<file path="config.mk">
export PLATFORM = sky130hd
export DESIGN_NAME = a2d_sequencer_flat
export DESIGN_NICKNAME = d
export VERILOG_FILES = /design/src/rtl/a2d_sequencer_if.sv /design/src/rtl/a2d_sequencer.sv /design/src/flat_wrapper.sv
export SDC_FILE = /design/constraint.sdc
export NUM_CORES = 1
export LEC_CHECK = 0
export ABC_AREA = 0
export BUFFER_PORTS_ARGS = -buffer_cell sky130_fd_sc_hd__buf_2
export CORE_MARGIN = 5
export CORE_UTILIZATION = 56
export DETAILED_ROUTE_END_ITERATION = 16
export GPL_TIMING_DRIVEN = 0
export MAX_ROUTING_LAYER = met4
export PLACE_DENSITY = 0.86
export SLEW_MARGIN = 0
export SYNTH_ARGS = -nofsm -noshare
export SYNTH_HDL_FRONTEND = slang
export SYNTH_SLANG_ARGS = --single-unit
</file>
<file path="constraint.sdc">
create_clock -name clk -period 3.2 [get_ports clk]
set_clock_uncertainty 0.05 [all_clocks]
set_input_delay 0.96 -clock clk [delete_from_list [all_inputs] [get_ports clk]]
set_output_delay 0.96 -clock clk [all_outputs]
set_load 0.01 [all_outputs]
</file>
<file path="src/rtl/a2d_sequencer_if.sv">
// a2d_sequencer_if: SPI bus between the channel sequencer (master) and the ADC128S (slave).
interface a2d_sequencer_if;
  logic SS_n;
  logic SCLK;
  logic MOSI;
  logic MISO;

  modport master (output SS_n, output SCLK, output MOSI, input MISO);
  modport slave  (input SS_n, input SCLK, input MOSI, output MISO);
endinterface

</file>
<file path="src/rtl/a2d_sequencer.sv">
// a2d_sequencer: SPI master that round-robins three ADC128S channels. Each conversion is a
// command frame followed by a data frame carrying the same command word; the 12-bit result
// of the data frame is latched per slot and announced with a one-clk vld pulse.
// Optional build macro A2D_AVG_EN: four conversions per slot, result is their truncated mean.
module a2d_sequencer #(
  parameter logic [2:0]  CH_A  = 3'd0,
  parameter logic [2:0]  CH_B  = 3'd4,
  parameter logic [2:0]  CH_C  = 3'd5,
  parameter int unsigned DIV_W = 5
) (
  input  logic            clk,
  input  logic            rst,
  input  logic            en,
  a2d_sequencer_if.master spi,
  output logic [11:0]     res_a,
  output logic [11:0]     res_b,
  output logic [11:0]     res_c,
  output logic            vld,
  output logic [1:0]      slot
);

  localparam logic [DIV_W-1:0] DivOne   = DIV_W'(1);
  localparam logic [DIV_W-1:0] DivPre   = DIV_W'((1 << (DIV_W - 1)) + 7);
  localparam logic [DIV_W-1:0] DivSamp  = DIV_W'((1 << (DIV_W - 1)) + 1);
  // Decided one clk early so the register update lands as div reaches all-ones.
  localparam logic [DIV_W-1:0] DivShift = {DIV_W{1'b1}} - DivOne;
  localparam logic [4:0]       LastBit  = 5'd16;

  typedef enum logic [2:0] {StIdle, StCmd, StGap1, StData, StGap2} state_e;

  state_e           state_q, state_d;
  logic             ss_n_q, ss_n_d;
  logic             frame_start, frame_end, latch;
  logic [DIV_W-1:0] div_q;
  logic [4:0]       bit_cnt_q;
  logic [15:0]      tx_q;
  logic [11:0]      rx_q;
  logic             mosi_q;
  logic             gap_q;
  logic [1:0]       ptr_q;
  logic [2:0]       ch;
  logic [11:0]      res_a_q, res_b_q, res_c_q, res_new;
  logic             vld_q;
  logic [1:0]       slot_q;
  logic             conv_last, more_conv;

  assign frame_end = !ss_n_q && (div_q == DivShift) && (bit_cnt_q == LastBit);

  always_comb begin
    case (ptr_q)
      2'd0:    ch = CH_A;
      2'd1:    ch = CH_B;
      default: ch = CH_C;
    endcase
  end

  // State register.
  always_ff @(posedge clk or posedge rst) begin
    if (rst) state_q <= StIdle;
    else     state_q <= state_d;
  end

  // Next-state: a started conversion always runs both frames, en is only looked at when idle
  // or at the end of the trailing gap.
  always_comb begin
    state_d = state_q;
    unique case (state_q)
      StIdle:  if (en) state_d = StCmd;
      StCmd:   if (frame_end) state_d = StGap1;
      StGap1:  if (gap_q) state_d = StData;
      StData:  if (frame_end) state_d = StGap2;
      StGap2:  if (gap_q) state_d = (en || more_conv) ? StCmd : StIdle;
      default: state_d = StIdle;
    endcase
  end

  // Outputs: SS_n is registered from the next state so it never glitches.
  always_comb begin
    ss_n_d      = !((state_d == StCmd) || (state_d == StData));
    frame_start = ss_n_q && !ss_n_d;
    latch       = (state_q == StData) && frame_end;
  end

  // Frame engine: SCLK divider, bit counter, command shifter and receive shifter.
  always_ff @(posedge clk or posedge rst) begin
    if (rst) begin
      ss_n_q    <= 1'b1;
      div_q     <= '0;
      bit_cnt_q <= '0;
      tx_q      <= '0;
      rx_q      <= '0;
      mosi_q    <= 1'b0;
      gap_q     <= 1'b0;
    end else begin
      ss_n_q <= ss_n_d;
      gap_q  <= ((state_q == StGap1) || (state_q == StGap2)) ? ~gap_q : 1'b0;
      if (frame_start) begin
        div_q     <= DivPre;
        bit_cnt_q <= '0;
        tx_q      <= {2'b00, ch, 11'h000};
      end else if (frame_end) begin
        // div is frozen here so SCLK stays high while SS_n rises.
        mosi_q <= 1'b0;
      end else if (!ss_n_q) begin
        div_q <= div_q + DivOne;
        if ((div_q == DivShift) && (bit_cnt_q != LastBit)) begin
          mosi_q <= tx_q[15];
          tx_q   <= {tx_q[14:0], 1'b0};
        end
        if ((div_q == DivSamp) && (bit_cnt_q != LastBit)) begin
          // Only the last 12 bits survive, so bits [15:12] drop out naturally.
          rx_q      <= {rx_q[10:0], spi.MISO};
          bit_cnt_q <= bit_cnt_q + 5'd1;
        end
      end
    end
  end

`ifdef A2D_AVG_EN
  logic [1:0]  avg_cnt_q;
  logic [13:0] acc_q, acc_sum;

  // The accumulator restarts on the first of each group of four conversions.
  assign acc_sum   = ((avg_cnt_q == 2'd0) ? 14'd0 : acc_q) + {2'b00, rx_q};
  assign res_new   = acc_sum[13:2];
  assign conv_last = (avg_cnt_q == 2'd3);
  assign more_conv = (avg_cnt_q != 2'd0);

  // Averaging state: conversion index within the slot and running sum.
  always_ff @(posedge clk or posedge rst) begin
    if (rst) begin
      avg_cnt_q <= '0;
      acc_q     <= '0;
    end else if (latch) begin
      avg_cnt_q <= avg_cnt_q + 2'd1;
      acc_q     <= acc_sum;
    end
  end
`else
  assign res_new   = rx_q;
  assign conv_last = 1'b1;
  assign more_conv = 1'b0;
`endif

  // Result registers, slot pointer and the vld pulse.
  always_ff @(posedge clk or posedge rst) begin
    if (rst) begin
      ptr_q   <= '0;
      res_a_q <= '0;
      res_b_q <= '0;
      res_c_q <= '0;
      vld_q   <= 1'b0;
      slot_q  <= '0;
    end else begin
      vld_q <= 1'b0;
      if (latch && conv_last) begin
        vld_q  <= 1'b1;
        slot_q <= ptr_q;
        case (ptr_q)
          2'd0:    res_a_q <= res_new;
          2'd1:    res_b_q <= res_new;
          default: res_c_q <= res_new;
        endcase
        ptr_q <= (ptr_q == 2'd2) ? 2'd0 : ptr_q + 2'd1;
      end
    end
  end

  assign spi.SS_n = ss_n_q;
  assign spi.SCLK = ss_n_q | div_q[DIV_W-1];
  assign spi.MOSI = mosi_q;
  assign res_a    = res_a_q;
  assign res_b    = res_b_q;
  assign res_c    = res_c_q;
  assign vld      = vld_q;
  assign slot     = slot_q;

endmodule

</file>
<file path="src/flat_wrapper.sv">
// flat-port wrapper written by rule: the top's interface ports become plain ports
module a2d_sequencer_flat 
#(
  parameter logic [2:0]  CH_A  = 3'd0,
  parameter logic [2:0]  CH_B  = 3'd4,
  parameter logic [2:0]  CH_C  = 3'd5,
  parameter int unsigned DIV_W = 5
)
  (clk, rst, en, res_a, res_b, res_c, vld, slot, spi_SS_n, spi_SCLK, spi_MOSI, spi_MISO);
  a2d_sequencer_if spi_i ();
  input  logic clk;
  input  logic rst;
  input  logic en;
  output logic [11:0] res_a;
  output logic [11:0] res_b;
  output logic [11:0] res_c;
  output logic vld;
  output logic [1:0] slot;
  output wire logic [$bits(spi_i.SS_n)-1:0] spi_SS_n;
  output wire logic [$bits(spi_i.SCLK)-1:0] spi_SCLK;
  output wire logic [$bits(spi_i.MOSI)-1:0] spi_MOSI;
  input wire logic [$bits(spi_i.MISO)-1:0] spi_MISO;
  assign spi_SS_n = spi_i.SS_n;
  assign spi_SCLK = spi_i.SCLK;
  assign spi_MOSI = spi_i.MOSI;
  assign spi_i.MISO = spi_MISO;
  a2d_sequencer #(.CH_A(CH_A), .CH_B(CH_B), .CH_C(CH_C), .DIV_W(DIV_W)) u_core (.clk(clk), .rst(rst), .en(en), .spi(spi_i), .res_a(res_a), .res_b(res_b), .res_c(res_c), .vld(vld), .slot(slot));
endmodule
</file>
### Word-level counts from Yosys, hierarchy flattened

Index checks and enable logic that the tools add are counted.

* flip-flop bits (word level): 85
* latch bits: 0
* memory bits (writable): 0
* bits in read-only memories: 0
* bits of input ports: 4
* word-level logic and storage cells: 87
* memories: 0

* add/subtract/negate cells: 3
* multiply operators: 0
* div/mod/pow operators: 0
* $lt $le $gt $ge: 0
* eq/ne operators: 15
* shifts and indexed selects: 0
* mux-type cells: 25
* bitwise logic cells: 6
* reduce and logical (&&, ||, !) cells: 24

Operators by type and width (number)
* $mux 16: 4
* $mux 5: 7
* $eq 5x5->1 const B: 3
* $mux 3: 5
* $pmux 3 s5: 1
* $add 5x1->5 const B: 2
* $eq 3x2->1 const B: 3
* $reduce_and 3->1: 3
* $reduce_and 2->1: 4
* $eq 3x1->1 const B: 2
* $logic_and 1x1->1: 6
* $mux 1: 6
* $pmux 3 s2: 1
* $reduce_bool 2->1: 3
* $ne 5x5->1 const B: 1
* $not 1->1: 5
* $ne 2x2->1 const B: 2
* $reduce_and 4->1: 1
* $eq 3x3->1 const B: 1
* $logic_not 3->1: 1
* $add 2x1->2 const B: 1
* $eq 2x1->1 const B: 1
* $eq 2x2->1 const B: 1
* $logic_not 1->1: 2
* other kinds (6): 7

### Logic depth before layout (Yosys ltp)

Gate-level depths: netlist of run 1.

* depth in word-level cells: 10
* mapped depth: 8

### Least setup slack after synthesis of run 1

Ideal clock, no wire load.

* path kind: input-to-reg
* start: input port en
* end: register u_core.div_q[2]
* library setup time: 136 ps
* arrival: 1909 ps
* slack: 1105 ps
* cell stages on the path: 4
* cell sequence: nor2b_1 > o21a_1 > o2bb2ai_1 > or3b_2

* longest elaborated chain between the ends: 8
* elaborated cells on any way between the ends: 12
* classes of those cells: 4 x eq/ne; 5 x mux; 3 x reduce/logical

RTL lines
* from (decl): line flat_wrapper.sv:13 `input logic en;`
* $mux 1: line a2d_sequencer.sv:72 `StGap2: if (gap_q) state_d = (en || more_conv) ? StCmd : StIdle;`
* $mux 3: line a2d_sequencer.sv:72
* $pmux 3 s5 *: line a2d_sequencer.sv:67 `unique case (state_q)`
* $eq 3x1->1 or $eq 3x2->1 (tied branches): line a2d_sequencer.sv:79 `ss_n_d = !((state_d == StCmd) || (state_d == StData));`
* $logic_or 1x1->1 *: line a2d_sequencer.sv:79
* $logic_and 1x1->1 *: line a2d_sequencer.sv:80 `frame_start = ss_n_q && !ss_n_d;`
* $ne 2x2->1 (no line) or $ne 2x1->1 (tied branches)
* $reduce_and 2->1 (no line)
* to (signal assigned): line a2d_sequencer.sv:98 `div_q <= DivPre;`
* to (signal assigned): line a2d_sequencer.sv:105 `div_q <= div_q + DivOne;`
* to (decl): line a2d_sequencer.sv:34 `logic [DIV_W-1:0] div_q;`

Mark *: on every way between the ends. The rest lies on a longest branch, timed or not.
A chain may end at the register's enable or synchronous reset.

### Final worst setup path of run 1

* start: register u_core.div_q[4]
* end: output port spi_SCLK

* longest elaborated chain between the ends: 1

RTL lines
* $or 1x1->1: line a2d_sequencer.sv:170 `assign spi.SCLK = ss_n_q | div_q[DIV_W-1];`
* to (decl): line flat_wrapper.sv:20 `output wire logic [$bits(spi_i.SCLK)-1:0] spi_SCLK;`

Every way passes these cells.

==> Flow_metrics.wiki, run 1 <==
{| class="wikitable"
! Metric !! Value
|-
| Top Ports || 46
|-
| Most frequent cell after synthesis || dfrtp_1
|-
| First-pass GRT wire length || 10500 um
|-
| Total die area || 0.00730 mm^2
|-
| Startpoint Class || flip-flop
|-
| Via density per instance || 5.38
|-
| MaxCap Viol Count || 0
|-
| Syn-to-layout area delta || 16.0%
|-
| Total congestion overflow after global routing || 0
|-
| Chip height || 85.4 um
|-
| Starting utilization of the core area || 57.9%
|-
| Root buffer cell || clkbuf_8
|-
| Largest area contributor in the synthesized netlist || dfrtp_1
|-
| Clock-pin slew reported for the worst setup and hold paths after clock tree synthesis || 0.07 ns
|-
| Crit path kind || flip-flop to output pin
|-
| Total wire length || 5980 um
|-
| Min-Delay Startpoint || u_core.spi.MOSI
|-
| Latest clock arrival within the worst-skew pair || 0.34 ns
|-
| Via count of the first global-routing pass || 2057
|-
| Count of antenna diodes in the layout || 0
|-
| Number of synthesized flops with an enable pin || 0
|-
| Final-stage net count || 292
|-
| X dimension of the die || 85.4 um
|-
| Maximum frequency from static timing analysis || 456 MHz
|-
| Type of the worst min-delay path || flip-flop to flip-flop
|-
| Leading cell types by total area after synthesis || dfrtp_1, mux2_2, mux2_4
|-
| Cell type of the slowest stage on the worst timing path || dfrtp_1
|-
| Crit share post-route || 68.6%
|-
| Worst slew margin || 41.4%
|-
| Highest ir drop seen on vdd || 328 uV
|-
| Number of remaining DRC errors || 0
|-
| Minimum period implied by the final worst setup slack || 2.19 ns
|-
| Final Max Tran Viols || 0
|-
| H-Tree Level Count || 3
|-
| Per-instance average area after synthesis || 14.0 um^2
|-
| GRT Util Overall || 18.9%
|-
| Clock buffer depth || 2
|-
| Synthesized flop and latch total || 74
|-
| Number of antenna violations at the first check in global routing || 0
|-
| Clock sink count || 74
|-
| Leakage || 0.00198 uW
|-
| Total number of yosys warnings || 0
|-
| Buffers on Ports || 45
|-
| Post-DP HPWL || 4040 um
|-
| Fraction of final layout cells with drive strength greater than 1 || 44.1%
|-
| Critical path endpoint category || output pin
|-
| Placeable core area || 0.00551 mm^2
|-
| Critical path buffer and inverter count || 1
|-
| Violation count after the first detailed-routing iteration || 107
|-
| # setup viols final || 0
|-
| Outcome || finished clean
|-
| Most used standard cells in the synthesized netlist || dfrtp_1, mux2_2, mux2_4, inv_1, nand2_1
|-
| Total of cells resized after clock tree synthesis || 0
|-
| Setup repair after global routing missed its margin || false
|-
| Vias after detailed routing || 1925
|-
| Total Neg Setup Slack || 0 ns
|-
| Pre-Repair DR Iteration Count || 4
|-
| Sequential fraction of the synthesis area || 58.2%
|-
| Post-synthesis cell area || 0.00319 mm^2
|-
| Worst-case register-to-register setup slack || 1.03 ns
|-
| Cells along the critical path || or2_2 -> buf_2
|-
| Worst endpoint data arrival time || 1.18 ns
|-
| Number of buffers added by the clock tree synthesis step || 9
|-
| Number of setup buffers added after CTS || 0
|-
| Synthesized netlist net count || 236
|-
| Routability Congestion || 0.819
|-
| Power density over cell area || 629 mW/mm^2
|-
| Family of cells with the greatest summed delay on the critical path || flip-flops
|-
| Synth cell types || 42
|-
| Post-detailed-route count of antenna-violating nets || 0
|-
| Count of hold-fix buffers inserted at cts || 0
|-
| Share of flip-flops with an asynchronous set or reset || 100%
|-
| Share of the synthesized area in the top cell type || 57.3%
|-
| Peak fanout along the critical path || 5
|-
| Synthesized instance count || 227
|-
| Wirelength per Cell || 16.7 um
|-
| Maximum number of pins on one net before global-route repair || 75
|-
| Worst Max-Slew Pin Slew || 0.879 ns
|-
| Top_reg_cell synth || dfrtp_1
|-
| Slowest Stage Delay on Critical Path || 0.41 ns
|-
| Worst r2r src || u_core.bit_cnt_q[0]
|-
| Critical path required time || 2.19 ns
|-
| Overall power consumption || 2330 uW
|-
| TritonCTS clock tree || yes
|-
| Rows || 27
|-
| Start point of the critical path || u_core.div_q[4]
|-
| Number of endpoints with negative hold slack in the final report || 0
|}
[final timing paths]
kind / depth (start not counted) / end
worst max-delay path: 2 / spi_SCLK
worst min-delay path: 2 / u_core.spi.MOSI
worst max register to register: 8 / u_core.res_b[7]
worst min register to register: 2 / u_core.spi.MOSI
max in group asynchronous: 2 / u_core.res_new[10]
min in group asynchronous: 2 / u_core.res_b[4]
[flip-flops by register name, summed over array words and instances, names as in the netlist]
name	flops
u_core.bit_cnt_q	5
u_core.div_q	5
u_core.gap_q	1
u_core.ptr_q	2
u_core.res_a	12
u_core.res_b	12
u_core.res_c	12
u_core.res_new	12
u_core.slot	2
u_core.spi.MOSI	1
u_core.spi.SS_n	1
u_core.state_q	3
u_core.tx_q	5
u_core.vld	1
[cells in the final DEF (no fill, tap or decap), drive strengths merged, types with 5 or more instances in the layout]
cell	netlist	layout
nor2	9	9
clkbuf	1	12
mux2i	6	6
inv	10	10
mux2	49	49
o21ai	5	5
nand3	5	5
ha	5	5
nand2	10	10
dfrtp	73	73
buf	8	53
nand4	5	5
[area by class of cell]
class	count	area [um^2]
Tap cell	72	90.1
Timing Repair Buffer	45	225
Buffer	9	86.3
Clock inverter	3	40.0
Multi-Input combinational cell	134	1210
Fill cell	393	1810
Sequential cell	74	1850
Clock buffer	11	151
Inverter	10	40.0
[through the flow]
stage                     setup slack, ns  cells  utilization [%]  hold slack [ns]  instance area (um^2)
after global routing                0.928    358             67.1            0.478                  3690
after detailed placement            0.750    344             63.6            0.415                  3500
after global placement             -0.473    344             63.6            0.416                  3500
final                                1.01    358             67.1            0.421                  3690
after CTS                           0.990    358             67.1            0.430                  3690
after floorplan                     0.310    227                -            0.393                  3190
[metal layers]
| layer | vias up | GRT usage (%) | routed length [um] |
|---|---|---|---|
| li1 | 922 | - | - |
| met1 | 950 | 24.9 | 2770 |
| met2 | 45 | 27.9 | 2780 |
| met3 | 8 | 5.92 | 341 |
| met4 | 0 | 6.04 | 85 |
| met5 | - | - | 0 |
[worst reg2reg max path, delay by kind of cell, from the launching register on]
kind / cells / cell delay (ns)
and+or+nand+nor: 3 / 0.78
DFF: 1 / 0.41
buffers and inverters: 3 / 0.34
muxes: 1 / 0.32
adders and majority gates: 1 / 0.16
[power by group]
part | internal, uW | switching (uW) | total [uW]
combinational | 206 | 211 | 417
clock | 391 | 314 | 705
sequential | 1060 | 142 | 1200
total | 1660 | 666 | 2330
[cells by family (layout without fill, tap and decap cells)]
group / Yosys count / after routing / synth area share [%]
AOI/OAI and AO/OA: 18 / 18 / 3.77
adders and majority gates: 5 / 5 / 1.96
and+or+nand+nor: 50 / 50 / 9.23
xor gates and xnor gates: 6 / 6 / 1.65
muxes: 55 / 55 / 21.3
DFF: 74 / 74 / 58.2
buffers and inverters: 19 / 78 / 3.89
(Power assumes the default switching activity.)
==> run 2, diff against run 1 <==
--- a/config.mk
+++ b/config.mk
@@ -5,14 +5,14 @@
 export SDC_FILE = /design/constraint.sdc
 export NUM_CORES = 1
 export LEC_CHECK = 0
-export ABC_AREA = 0
+export ABC_AREA = 1
 export BUFFER_PORTS_ARGS = -buffer_cell sky130_fd_sc_hd__buf_2
 export CORE_MARGIN = 5
-export CORE_UTILIZATION = 56
+export CORE_UTILIZATION = 51
 export DETAILED_ROUTE_END_ITERATION = 16
 export GPL_TIMING_DRIVEN = 0
 export MAX_ROUTING_LAYER = met4
-export PLACE_DENSITY = 0.86
+export PLACE_DENSITY = 0.83
 export SLEW_MARGIN = 0
 export SYNTH_ARGS = -nofsm -noshare
 export SYNTH_HDL_FRONTEND = slang
==> constraint.sdc (replaced) <==
create_clock -name clk -period 1.8 [get_ports clk]
set_clock_uncertainty 0.05 [all_clocks]
set_input_delay 0.54 -clock clk [delete_from_list [all_inputs] [get_ports clk]]
set_output_delay 0.54 -clock clk [all_outputs]
set_load 0.01 [all_outputs]
==> run 2 against run 1 <==
Hold slack got worse by 0.18 ns; cell count rose by 33%; routed wire length rose by 21%; synthesized cell count rose by 43%; non-clock buffer count rose by 16; via count rose by 27%.
==> Flow_metrics.wiki, run 2 <==
{| class="wikitable"
! Metric !! Value
|-
| Pre-Repair DR Iteration Count || 4 (unchanged)
|-
| Most used standard cells in the synthesized netlist || dfrtp_1, nand2_1, inv_1, o21ai_1, nand3_1
|-
| Starting utilization of the core area || 51.5% (-6.3 points)
|-
| Routability Congestion || 0.897 (+9.6%)
|-
| Clock sink count || 74 (unchanged)
|-
| Number of endpoints with negative hold slack in the final report || 0 (unchanged)
|-
| GRT Util Overall || 20.4% (+1.5 points)
|-
| Count of hold-fix buffers inserted at cts || 0 (unchanged)
|-
| Top_reg_cell synth || dfrtp_1
|-
| # setup viols final || 0 (unchanged)
|-
| Chip height || 89.4 um (+4.6%)
|-
| Synthesized instance count || 324 (+43%)
|-
| Placement Setup Slack || -0.0756 ns (-0.826 ns)
|-
| Worst Max-Slew Pin Slew || 0.706 ns (-0.173 ns)
|-
| Rows || 29 (+7.4%)
|-
| Sequential fraction of the synthesis area || 57.6% (-0.52 points)
|-
| Power density over cell area || 1090 mW/mm^2 (+73%)
|-
| Total wire length || 7240 um (+21%)
|-
| Clock buffer depth || 2 (unchanged)
|-
| Via density per instance || 5.13 (-4.6%)
|-
| Wirelength per Cell || 15.2 um (-9.1%)
|-
| Crit path kind || flip-flop to flip-flop
|-
| Worst-case register-to-register setup slack || 0.01 ns (-1.02 ns)
|-
| Leakage || 0.00207 uW (+4.6%)
|-
| Minimum period implied by the final worst setup slack || 1.79 ns
|-
| Share of flip-flops with an asynchronous set or reset || 100% (unchanged)
|-
| Per-instance average area after synthesis || 9.92 um^2 (-29%)
|-
| X dimension of the die || 89.4 um (+4.6%)
|-
| Maximum number of pins on one net before global-route repair || 45 (-40%)
|-
| Syn-to-layout area delta || 24.8%
|-
| Number of antenna violations at the first check in global routing || 0 (unchanged)
|-
| First-pass GRT wire length || 12100 um (+15%)
|-
| Fraction of final layout cells with drive strength greater than 1 || 35.5% (-8.6 points)
|-
| Latest clock arrival within the worst-skew pair || 0.35 ns (about the same)
|-
| Non-filler cells, final || 477 (+33%)
|-
| Total die area || 0.00799 mm^2 (+9.5%)
|-
| Vias after detailed routing || 2447 (+27%)
|-
| Highest-count cells in the layout ignoring fill and taps || dfrtp_1, nand2_1, buf_2
|-
| Total number of yosys warnings || 0 (unchanged)
|-
| Number of synthesized flops with an enable pin || 0 (unchanged)
|-
| Startpoint Class || flip-flop
|-
| H-Tree Level Count || 3 (unchanged)
|-
| Final-stage net count || 404 (+38%)
|-
| Peak fanout along the critical path || 5 (unchanged)
|-
| Share of the core filled with cells || 64.3% (-2.8 points)
|-
| Count of antenna diodes in the layout || 0 (unchanged)
|-
| Total congestion overflow after global routing || 0 (unchanged)
|-
| MaxCap Viol Count || 0 (unchanged)
|-
| Post-synthesis cell area || 0.00321 mm^2 (+0.90%)
|-
| Number of remaining DRC errors || 0 (unchanged)
|-
| Worst r2r src || u_core.bit_cnt_q[0]
|-
| Top Ports || 46 (unchanged)
|-
| Synthesized netlist net count || 333 (+41%)
|-
| Endpoint of the most critical register-to-register path || u_core.res_b[11]
|-
| Most frequent cell after synthesis || dfrtp_1
|-
| Highest ir drop seen on vdd || 781 uV (+140%)
|-
| Synthesized flop and latch total || 74 (unchanged)
|-
| Worst slew margin || 52.9% (+11 points)
|-
| Dpl cells || 447 (+30%)
|-
| Crit share post-route || 99.4%
|-
| Post-detailed-route count of antenna-violating nets || 0 (unchanged)
|-
| Violation count after the first detailed-routing iteration || 130 (+21%)
|-
| TritonCTS clock tree || yes
|-
| Worst reg2reg path depth || 10 (+2)
|-
| Most common cell after layout, fill and taps aside || dfrtp_1
|-
| Overall power consumption || 4370 uW (+88%)
|-
| Maximum frequency from static timing analysis || 559 MHz
|-
| Root buffer cell || clkbuf_8
|-
| Critical path required time || 1.99 ns (-0.20 ns)
|-
| Critical path endpoint category || flip-flop
|-
| Leading cell types by total area after synthesis || dfrtp_1, nand2_1, o21ai_1
|-
| Worst endpoint data arrival time || 1.98 ns (+0.80 ns)
|-
| Buffers on Ports || 45 (unchanged)
|-
| Final Max Tran Viols || 0 (unchanged)
|-
| Type of the worst min-delay path || input port to async pin
|-
| Number of buffers added by the clock tree synthesis step || 9 (unchanged)
|-
| Outcome || finished clean
|-
| Largest area contributor in the synthesized netlist || dfrtp_1
|-
| Placeable core area || 0.00624 mm^2 (+13%)
|-
| Synth cell types || 30 (-29%)
|-
| Share of the synthesized area in the top cell type || 56.8% (-0.51 points)
|-
| Post-DP HPWL || 4850 um (+20%)
|-
| Clock-pin slew reported for the worst setup and hold paths after clock tree synthesis || 0.07 ns (about the same)
|-
| Setup repair after global routing missed its margin || true
|-
| Via count of the first global-routing pass || 2509 (+22%)
|-
| Final setup slack of the worst path || 0.0113 ns (-0.995 ns)
|}
-- run 2: worst max-delay path, stage by stage, from the launching register on --
cell and delay [ns]:
dfrtp_1 0.42, inv_2 0.09, ha_4 0.13, nand2_4 0.06, nor2_8 0.19, nand2_8 0.09, nor2_8 0.17, nand3_4 0.16
clkbuf_16 0.20, nand2_2 0.06, o21ai_2 0.05
-- run 2: cells by family (layout without fill, tap and decap cells) --
family                     count (synthesis)  count (layout)  share of synthesized area (%)
AOI/OAI and AO/OA                         60              60                           10.9
xor gates and xnor gates                   4               4                           1.09
adders and majority gates                  5               5                           1.95
buffers and inverters                     52             128                           7.75
DFF                                       74              74                           57.6
muxes                                      1               1                          0.350
and+or+nand+nor                          128             128                           20.3
-- run 2: what timing repair did --
action	CTS	global route
setup buffers	8	5
resized for setup	7	27
gates cloned	0	1
setup endpoints to repair	42	64
pin swaps	5	6
-- run 2: through the flow --
| step | TNS, ns | hold slack, ns | cell area [um^2] |
|---|---|---|---|
| final | 0 | 0.245 | 4010 |
| after floorplan | 0 | 0.393 | 3220 |
| after detailed placement | -0.921 | 0.413 | 3560 |
| after CTS | 0 | 0.277 | 3840 |
| after global routing | -0.798 | 0.298 | 4010 |
| after global placement | -7.57 | 0.407 | 3540 |
-- run 2: worst max path at each step --
stage | to | startpoint | slack (ns)
after floorplan | u_core.res_b[0] | u_core.div_q[0] | 0.14
after global placement | u_core.res_c[5] | rst | -0.10
after detailed placement | u_core.res_b[0] | u_core.bit_cnt_q[0] | -0.08
after CTS | u_core.res_b[6] | u_core.div_q[0] | 0.01
after global routing | u_core.res_b[11] | u_core.bit_cnt_q[0] | -0.07
final | u_core.res_b[11] | u_core.bit_cnt_q[0] | 0.01
-- run 2: power by group --
group | internal (uW) | leakage [uW] | switching (uW)
Combinational | 381 | 0.000972 | 619
Sequential | 1870 | 0.00100 | 180
Clock | 714 | 0.0000986 | 602
Total | 2970 | 0.00207 | 1400
-- run 2: per-layer routing --
| layer | GRT usage [%] | up-vias | part of all wire [%] |
|---|---|---|---|
| met3 | 5.16 | 12 | 5.5 |
| met2 | 34.0 | 63 | 50 |
| li1 | - | 1180 | - |
| met4 | 4.87 | 0 | 1.8 |
| met5 | - | - | 0 |
| met1 | 25.0 | 1192 | 42 |
-- run 2: layout make-up --
| type | count | area (um^2) |
|---|---|---|
| sequential | 74 | 1850 |
| tap | 77 | 96.3 |
| clock inverter | 4 | 50.0 |
| fill | 484 | 2230 |
| timing repair buffer | 60 | 375 |
| inverter | 42 | 161 |
| multi-input combinational | 198 | 1200 |
| buffer | 10 | 115 |
| clock buffer | 12 | 155 |
